--- src/rtl/tiny_evr_event_logger.sv ---
// ---------------------------------------------------------------------------
// TinyEvrEventLogger (module tiny_evr_event_logger)
//
// Decodes the event stream of an EVR transceiver into a {seconds, ticks}
// timestamp and logs a timestamped record of every enabled event code into
// a first-word-fall-through FIFO. Everything runs on evrRxClk.
//
// Parameters
//   SECONDS_WIDTH  width of the seconds field (8..48)
//   TICKS_WIDTH    width of the ticks field (8..48)
//   FIFO_AW        log2 of the FIFO depth
//   LOG_W          derived record width: {[dbus,] code, seconds, ticks}
//
// Ports
//   evrRxClk, evrRxReset        clock, asynchronous active-high reset
//   evrRxWord[15:0]             [7:0] event code, [15:8] distributed bus
//   evrCharIsK[1:0]             bit 0 marks the event byte as a K character
//   cfgWriteEnable/cfgAddress/cfgData   per-code log enable write port
//   ppsMarker                   one-cycle strobe after code 0x7D
//   timestampValid, timestamp   current time and its trust flag
//   logValid/logReady/logData   FWFT read side of the event log
//   logCount                    FIFO occupancy
//   overflowCount/overflowClear saturating count of dropped records
//
// Build option
//   EVR_LOG_DBUS_EN  when defined, the distributed-bus byte of the event
//                    cycle is stored as the top 8 bits of every record.
// ---------------------------------------------------------------------------
module tiny_evr_event_logger #(
    parameter int SECONDS_WIDTH = 32,
    parameter int TICKS_WIDTH   = 32,
    parameter int FIFO_AW       = 5,
`ifdef EVR_LOG_DBUS_EN
    localparam int LOG_W = 16 + SECONDS_WIDTH + TICKS_WIDTH
`else
    localparam int LOG_W = 8 + SECONDS_WIDTH + TICKS_WIDTH
`endif
) (
    input  logic                                evrRxClk,
    input  logic                                evrRxReset,
    input  logic [15:0]                         evrRxWord,
    input  logic [1:0]                          evrCharIsK,
    input  logic                                cfgWriteEnable,
    input  logic [7:0]                          cfgAddress,
    input  logic                                cfgData,
    output logic                                ppsMarker,
    output logic                                timestampValid,
    output logic [SECONDS_WIDTH+TICKS_WIDTH-1:0] timestamp,
    output logic                                logValid,
    input  logic                                logReady,
    output logic [LOG_W-1:0]                    logData,
    output logic [FIFO_AW:0]                    logCount,
    output logic [15:0]                         overflowCount,
    input  logic                                overflowClear
);

    localparam int DEPTH = 1 << FIFO_AW;
    localparam int BCW   = $clog2(SECONDS_WIDTH + 2);
    localparam logic [BCW-1:0] BITS_FULL = BCW'(SECONDS_WIDTH);
    localparam logic [BCW-1:0] BITS_SAT  = BCW'(SECONDS_WIDTH + 1);

    logic [7:0]               eventCode;
    logic                     eventValid;
    logic                     isShift;
    logic                     isMarker;
    logic [SECONDS_WIDTH-1:0] seconds;
    logic [SECONDS_WIDTH-1:0] secondsNext;
    logic [SECONDS_WIDTH-1:0] pendingSeconds;
    logic [TICKS_WIDTH-1:0]   ticks;
    logic [BCW-1:0]           bitCount;
    logic [255:0]             logEnable;
    logic [LOG_W-1:0]         eventRecord;
    logic                     stageValid;
    logic [LOG_W-1:0]         stageRecord;
    logic [LOG_W-1:0]         fifoMem [DEPTH];
    logic [FIFO_AW:0]         wrPtr;
    logic [FIFO_AW:0]         rdPtr;
    logic                     fifoFull;
    logic                     popHead;
    logic                     pushRecord;
    logic                     dropRecord;
    logic                     unusedInputs;

    // Event classification. Code 0x00 and K characters are idle filler and
    // never decode or log. 0x70/0x71 differ only in bit 0, the data bit.
    assign eventCode  = evrRxWord[7:0];
    assign eventValid = !evrCharIsK[0] && (eventCode != 8'h00);
    assign isShift    = eventValid && (eventCode[7:1] == 7'b0111000);
    assign isMarker   = eventValid && (eventCode == 8'h7D);
    assign timestamp  = {seconds, ticks};

    assign unusedInputs = ^{evrCharIsK[1], evrRxWord[15:8]};

    // Seconds value a marker in this cycle would produce. A complete shift
    // sequence wins; otherwise a trusted clock just advances by one second
    // and an untrusted one is left alone.
    always_comb begin
        secondsNext = seconds;
        if (bitCount == BITS_FULL) begin
            secondsNext = pendingSeconds;
        end else if (timestampValid) begin
            secondsNext = seconds + SECONDS_WIDTH'(1);
        end
    end

    // Timestamp engine. Shift codes accumulate the next seconds value MSB
    // first; the marker commits it and restarts ticks. Without a marker the
    // ticks counter runs until its MSB sets and then parks there, at which
    // point the seconds value is no longer trusted.
    always_ff @(posedge evrRxClk or posedge evrRxReset) begin
        if (evrRxReset) begin
            seconds        <= '0;
            ticks          <= '0;
            pendingSeconds <= '0;
            bitCount       <= '0;
            timestampValid <= 1'b0;
            ppsMarker      <= 1'b0;
        end else begin
            ppsMarker <= isMarker;
            if (isShift) begin
                pendingSeconds <= {pendingSeconds[SECONDS_WIDTH-2:0], eventCode[0]};
                if (bitCount != BITS_SAT) begin
                    bitCount <= bitCount + BCW'(1);
                end
            end
            if (isMarker) begin
                ticks    <= '0;
                seconds  <= secondsNext;
                bitCount <= '0;
                if (bitCount == BITS_FULL) begin
                    timestampValid <= 1'b1;
                end
            end else if (!ticks[TICKS_WIDTH-1]) begin
                ticks <= ticks + TICKS_WIDTH'(1);
            end else begin
                timestampValid <= 1'b0;
            end
        end
    end

    // Per-code log enables. Events read the registered value, so a write
    // only affects events from the following cycle on.
    always_ff @(posedge evrRxClk or posedge evrRxReset) begin
        if (evrRxReset) begin
            logEnable <= '0;
        end else if (cfgWriteEnable) begin
            logEnable[cfgAddress] <= cfgData;
        end
    end

    // Record for the current event. A marker records the time it creates,
    // everything else records the time as it stood when the event arrived.
    always_comb begin
        eventRecord = '0;
`ifdef EVR_LOG_DBUS_EN
        if (isMarker) begin
            eventRecord = {evrRxWord[15:8], eventCode, secondsNext, {TICKS_WIDTH{1'b0}}};
        end else begin
            eventRecord = {evrRxWord[15:8], eventCode, seconds, ticks};
        end
`else
        if (isMarker) begin
            eventRecord = {eventCode, secondsNext, {TICKS_WIDTH{1'b0}}};
        end else begin
            eventRecord = {eventCode, seconds, ticks};
        end
`endif
    end

    // One-cycle staging register between decode and the FIFO, so the
    // FIFO write happens on the edge after the event cycle.
    always_ff @(posedge evrRxClk or posedge evrRxReset) begin
        if (evrRxReset) begin
            stageValid  <= 1'b0;
            stageRecord <= '0;
        end else begin
            stageValid  <= eventValid && logEnable[eventCode];
            stageRecord <= eventRecord;
        end
    end

    // FIFO status. Pointers carry one extra wrap bit so occupancy is their
    // difference and "full" is the MSB of that difference. A pop in the same
    // cycle frees the slot a push into a full FIFO needs.
    assign logCount   = wrPtr - rdPtr;
    assign fifoFull   = logCount[FIFO_AW];
    assign logValid   = (logCount != '0);
    assign popHead    = logValid && logReady;
    assign pushRecord = stageValid && (!fifoFull || popHead);
    assign dropRecord = stageValid && fifoFull && !popHead;
    assign logData    = logValid ? fifoMem[rdPtr[FIFO_AW-1:0]] : '0;

    // FIFO storage carries no reset; the pointers decide what is valid.
    always_ff @(posedge evrRxClk) begin
        if (pushRecord) begin
            fifoMem[wrPtr[FIFO_AW-1:0]] <= stageRecord;
        end
    end

    // FIFO pointers; resetting them discards whatever was stored.
    always_ff @(posedge evrRxClk or posedge evrRxReset) begin
        if (evrRxReset) begin
            wrPtr <= '0;
            rdPtr <= '0;
        end else begin
            if (pushRecord) begin
                wrPtr <= wrPtr + (FIFO_AW+1)'(1);
            end
            if (popHead) begin
                rdPtr <= rdPtr + (FIFO_AW+1)'(1);
            end
        end
    end

    // Dropped-record counter. A clear that lands on a drop still counts
    // that drop, so the result is 1 rather than 0.
    always_ff @(posedge evrRxClk or posedge evrRxReset) begin
        if (evrRxReset) begin
            overflowCount <= '0;
        end else if (overflowClear) begin
            overflowCount <= dropRecord ? 16'd1 : 16'd0;
        end else if (dropRecord && (overflowCount != 16'hFFFF)) begin
            overflowCount <= overflowCount + 16'd1;
        end
    end

endmodule

--- config.mk ---
export PLATFORM = sky130hd
export DESIGN_NAME = tiny_evr_event_logger
export DESIGN_NICKNAME = d
export VERILOG_FILES = /design/src/rtl/tiny_evr_event_logger.sv
export SDC_FILE = /design/constraint.sdc
export NUM_CORES = 2
export LEC_CHECK = 0
export BUFFER_PORTS_ARGS = -buffer_cell sky130_fd_sc_hd__clkbuf_2
export CAP_MARGIN = 10
export CORE_ASPECT_RATIO = 1.2
export CORE_MARGIN = 3
export CORE_UTILIZATION = 57
export DETAILED_ROUTE_END_ITERATION = 8
export PLACE_DENSITY = 0.71
export SLEW_MARGIN = 20
export SYNTH_ARGS = -nofsm -noshare
export SYNTH_HDL_FRONTEND = slang
export SYNTH_SLANG_ARGS = --single-unit
--- constraint.sdc ---
create_clock -name evrRxClk -period 17.8 [get_ports evrRxClk]
set_clock_uncertainty 0.2 [all_clocks]
set_input_delay 0.89 -clock evrRxClk [delete_from_list [all_inputs] [get_ports evrRxClk]]
set_output_delay 0.89 -clock evrRxClk [all_outputs]
set_load 0.05 [all_outputs]
==> out/metrics.sh <==
PROPORTION_OF_SYNTHESIZED_CHIP_AREA_IN_SEQUENTIAL_CELLS_PCT=73.9
CTS.SINKS=2765
GR-USAGE-MET2_PCT=44.3
DETAILEDROUTE.FIRSTITERATIONVIOLATIONS=7278
TOTAL_LEAKAGE_POWER_nW=42.4
FLOORPLAN.DIE.HEIGHT_UM=486
SETUP.WORST_PATH.CLASS='flip-flop to output port'
WORSTPATHCELLLIST='inv_6 -> ha_1 -> and2_1 -> o21ai_0 -> o31ai_1 -> a211oi_4 -> nor4bb_4 -> buf_4 -> buf_4 -> a21oi_1 -> clkbuf_2'
SYNTH.AVG_CELL_AREA_UM2=20.1
GLOBAL_ROUTE.USAGE.TOTAL_PCT=27.6
SYN_AREA_UM2=109000
CTS_BUFFERS=278
TOTAL_CELL_AREA_AT_THE_PLACEMENT_STAGE_UM2=113000
IR_WORST_VDD_V=0.000146
FINALWIRELENGTH_MM=266
DR.PASS1.ITERS=7
POWER_DENSITY_nW_PER_UM2=143
DRV.MAX_CAP_VIOLATION_COUNT=0
SLEW_OF_THE_PIN_WITH_THE_LOWEST_SLEW_MARGIN_PS=1170
POSTLAYOUTCELLAREA_UM2=122000
INITIAL_ANTENNA_VIOLATION_COUNT=8
GLOBAL_ROUTE_MET3_UTILIZATION_PCT=5.08
SETUP_TNS_PS=0
DRC_ERRORS=0
CLOCK_LATENCY_PS=930
WORST_SETUP_PATH_START_KIND='flip-flop'
WORSTHOLDPATHTYPE='input port to flip-flop'
RSZ0062_AT_GRT='false'
ROOT_BUFFER='sky130_fd_sc_hd__clkbuf_16'
SYNTHDISTINCTLIBCELLS=81
WORST-PATH-MAX-FANOUT=43
ROUTED-VIA-COUNT=55157
GRT_OVERFLOW=0
GRT_PASS1_VIAS=56180
TIMING_HOLD_VIOLATIONS_FINAL=0
CLK_PIN_SLEW_PS=60
CORE-AREA_UM2=190000
CRIT_PATH_FREQUENT_CELL='sky130_fd_sc_hd__buf_4'
NUM_IO_PINS=193
YS_DOMINANT_REG_CELL='sky130_fd_sc_hd__edfxtp_1'
GLOBAL_ROUTE_WIRE_LENGTH_BEFORE_REPAIR_MM=391
CP_DATA_REQUIRED_TIME_PS=16710
GRT_MAX_DEGREE=151
DIE_AREA_UM2=197000
FINAL-SETUP-VIOL-COUNT=0
TIMING.SLEW.HEADROOM_PCT=21.8
BUFFER_PORTS.INSERTED=183
GRT_MOST_USED_LAYER='met2'
AREA_GROWTH_SYN_TO_LAYOUT_PCT=11.6
PERIOD_NEEDED_PS=7770
MAXIMUM_BUFFER_DEPTH_OF_THE_CLOCK_TREE=4
SYNTH_CELLS=5449
FINAL_LAYOUT_SIZE_SUFFIX_GT1_SHARE_PCT=29.6
STATUS='complete, no violations'
YOSYS_WARNINGS=0
SYNTHESIS.NETS=5498
DPL.HPWL_MM=133
HOLD_WS_PS=99.0
MIN_PERIOD_OVER_PERIOD_PCT=43.7
GRT_UTIL_MET1_PCT=39.9
DETAIL_ROUTE.WL_PER_CELL_UM=31.8
NUM-FILL-CELLS=12637
FP.DIEW_UM=406
TIMING_MAX_TRANSITION_VIOLATIONS_FINAL=0
FINAL_NET_COUNT=5762
ACHIEVABLE-FREQUENCY_MHz=129
CTS.REPAIR.RESIZED=0
FINALWEIGHTEDCONGESTION=0.783
ROUTED_VIA_DENSITY=6.58
CRITICAL-PATH-MAX-STAGE-DELAY_PS=1000
TRITONCTS='done'
SYNTH_ASYNC_SR_FLOP_SHARE_PCT=16.7
FLOORPLAN.ROWS=175
CP-END-KIND='output port'
FLOORPLAN.INITIALDENSITY_PCT=57.5
TIMING.CRITICAL_PATH.SLOWEST_STAGE_CELL='sky130_fd_sc_hd__dfrtp_4'
YOSYS_REGISTER_BITS=2765
DETAIL-ROUTE-ANTENNA-NETS=0
HTREEDEPTH=5
CP.ARRIVAL_PS=6680
COUNT_OF_FLIP_FLOPS_WITH_A_BUILT_IN_ENABLE_AFTER_SYNTHESIS=2304
[power breakdown]
group	switching [W]	total, W	internal, W
Clock	0.00235	0.00569	0.00334
Combinational	0.00265	0.00439	0.00175
Sequential	0.000248	0.00740	0.00715
Total	0.00524	0.0175	0.0122
[cell families after synthesis]
group / count (synthesis) / share of synthesized area, %
AOI/OAI and AO/OA: 259 / 1.39
xor gates and xnor gates: 52 / 0.417
adders and majority gates: 17 / 0.201
buffers and inverters: 352 / 1.42
DFF: 2765 / 73.9
muxes: 1074 / 18.9
and+or+nand+nor: 930 / 3.76
[per-stage QoR]
step	utilization (%)	setup WS, ps	instances	total power (W)
6_report	64.2	10030	8385	0.0175
5_1_grt	64.2	9950	8385	0.0181
4_1_cts	64.2	10050	8383	0.0176
3_5_place_dp	59.6	11020	7908	0.0120
3_3_place_gp	59.6	10960	7908	0.0120
2_1_floorplan	-	3860	5449	0.0107
[routing by layer]
metal	up-vias	share of wire (%)
li1	22388	-
met1	29506	38
met2	2860	50
met3	401	9.7
met4	2	2.2
met5	-	0.0038
[synthesized netlist by cell type (5+ instances only)]
cell | n | area, µm²
sky130_fd_sc_hd__nor3_1 | 35 | 175
sky130_fd_sc_hd__a21oi_1 | 137 | 686
sky130_fd_sc_hd__a22o_1 | 6 | 52.6
sky130_fd_sc_hd__edfxtp_1 | 2304 | 69200
sky130_fd_sc_hd__xor2_1 | 22 | 193
sky130_fd_sc_hd__and4_1 | 8 | 70.1
sky130_fd_sc_hd__or3_1 | 9 | 56.3
sky130_fd_sc_hd__mux2_2 | 239 | 2690
sky130_fd_sc_hd__a22oi_1 | 9 | 67.6
sky130_fd_sc_hd__dfrtp_1 | 461 | 11500
sky130_fd_sc_hd__buf_6 | 6 | 67.6
sky130_fd_sc_hd__nand3_1 | 39 | 195
sky130_fd_sc_hd__buf_2 | 97 | 485
sky130_fd_sc_hd__o21ai_0 | 44 | 220
sky130_fd_sc_hd__buf_4 | 6 | 45.0
sky130_fd_sc_hd__nor4_1 | 5 | 31.3
sky130_fd_sc_hd__xnor2_1 | 30 | 263
sky130_fd_sc_hd__nand2b_1 | 15 | 93.8
sky130_fd_sc_hd__nand2_1 | 559 | 2100
sky130_fd_sc_hd__nand4_1 | 23 | 144
sky130_fd_sc_hd__and2_1 | 33 | 206
sky130_fd_sc_hd__ha_1 | 16 | 200
sky130_fd_sc_hd__and2_0 | 16 | 100
sky130_fd_sc_hd__mux4_2 | 760 | 17100
sky130_fd_sc_hd__o22ai_1 | 14 | 87.6
sky130_fd_sc_hd__buf_1 | 26 | 97.6
sky130_fd_sc_hd__nor2b_1 | 14 | 87.6
sky130_fd_sc_hd__o21ai_1 | 8 | 40.0
sky130_fd_sc_hd__clkbuf_1 | 175 | 657
sky130_fd_sc_hd__mux2_1 | 34 | 383
sky130_fd_sc_hd__nor2_1 | 137 | 514
sky130_fd_sc_hd__inv_1 | 36 | 135
sky130_fd_sc_hd__and3_1 | 8 | 50.1
sky130_fd_sc_hd__mux2i_1 | 33 | 330
sky130_fd_sc_hd__mux4_1 | 6 | 158
[path summary, 6_finish.rpt]
kind | depth (start not counted) | startpoint | endpoint | slack, ps
max | 11 | rdPtr[4]$_DFFE_PP0P_ | logData[58] | 10030
min | 1 | evrRxWord[7] | stageRecord[71]$_DFF_PP0_ | 100
max reg2reg | 11 | rdPtr[4]$_DFFE_PP0P_ | fifoMem[16][45]$_DFFE_PP_ | 11090
min reg2reg | 1 | logEnable[17]$_DFFE_PP0P_ | logEnable[17]$_DFFE_PP0P_ | 280
max in group asynchronous | 5 | evrRxReset | pendingSeconds[10]$_DFFE_PP0P_ | 14630
min in group asynchronous | 3 | evrRxReset | logEnable[220]$_DFFE_PP0P_ | 420
[flip-flops by register name, indices dropped and copies added, names as in the netlist]
register,flops
bitCount,6
overflowCount,16
fifoMem,2304
wrPtr,6
stageRecord,72
logEnable,256
timestampValid,1
seconds,32
ppsMarker,1
stageValid,1
ticks,32
pendingSeconds,32
rdPtr,6
[placed cells by master, fill, tap and decap left out, types with 7 or more instances in the layout]
cell type / n
sky130_fd_sc_hd__or3_1: 9
sky130_fd_sc_hd__mux2_2: 239
sky130_fd_sc_hd__clkbuf_2: 181
sky130_fd_sc_hd__clkinv_1: 29
sky130_fd_sc_hd__and2_1: 43
sky130_fd_sc_hd__buf_4: 101
sky130_fd_sc_hd__mux4_2: 760
sky130_fd_sc_hd__nand2b_1: 15
sky130_fd_sc_hd__and4_1: 8
sky130_fd_sc_hd__nor3_1: 28
sky130_fd_sc_hd__nor2_4: 25
sky130_fd_sc_hd__nor3_2: 8
sky130_fd_sc_hd__o22ai_1: 14
sky130_fd_sc_hd__a21oi_1: 137
sky130_fd_sc_hd__mux2i_1: 33
sky130_fd_sc_hd__inv_1: 33
sky130_fd_sc_hd__buf_12: 12
sky130_fd_sc_hd__xor2_1: 22
sky130_fd_sc_hd__inv_6: 7
sky130_fd_sc_hd__nand2_1: 559
sky130_fd_sc_hd__clkbuf_8: 22
sky130_fd_sc_hd__dfrtp_1: 457
sky130_fd_sc_hd__nor2_2: 11
sky130_fd_sc_hd__nor2_1: 101
sky130_fd_sc_hd__bufinv_16: 20
sky130_fd_sc_hd__a22oi_1: 9
sky130_fd_sc_hd__nand4_1: 23
sky130_fd_sc_hd__nor2b_1: 14
sky130_fd_sc_hd__clkbuf_16: 288
sky130_fd_sc_hd__xnor2_1: 30
sky130_fd_sc_hd__ha_1: 16
sky130_fd_sc_hd__and3_1: 8
sky130_fd_sc_hd__clkinv_2: 35
sky130_fd_sc_hd__clkbuf_1: 66
sky130_fd_sc_hd__edfxtp_1: 2304
sky130_fd_sc_hd__nand3_1: 39
sky130_fd_sc_hd__o21ai_0: 43
sky130_fd_sc_hd__mux2_1: 34
sky130_fd_sc_hd__o21ai_1: 9
[critical path, delay by kind of cell (launching register included)]
kind	cells	cell delay, ps
buf+inv	4	2390
compound gates	4	1300
flops	1	1000
fa+ha+maj	1	500
simple gates	2	450
[timing repair]
action                    in CTS  in global routing
hold endpoints to repair      70                  0
setup buffers                  0                  0
hold buffers                   2                  0
[area by class of cell]
cell class / instances / area (µm²) / share of cell area (%)
clock buffers: 376 / 7760 / 6.36
repair buffers: 297 / 1940 / 1.59
clock inverters: 97 / 995 / 0.815
multi-input cells: 2332 / 27300 / 22.4
inverters: 39 / 168 / 0.137
well taps: 2478 / 3100 / 2.54
flip-flops and latches: 2765 / 80700 / 66.2
diodes: 1 / 2.50 / 0.00205
Power figures use the tool's default switching activity.
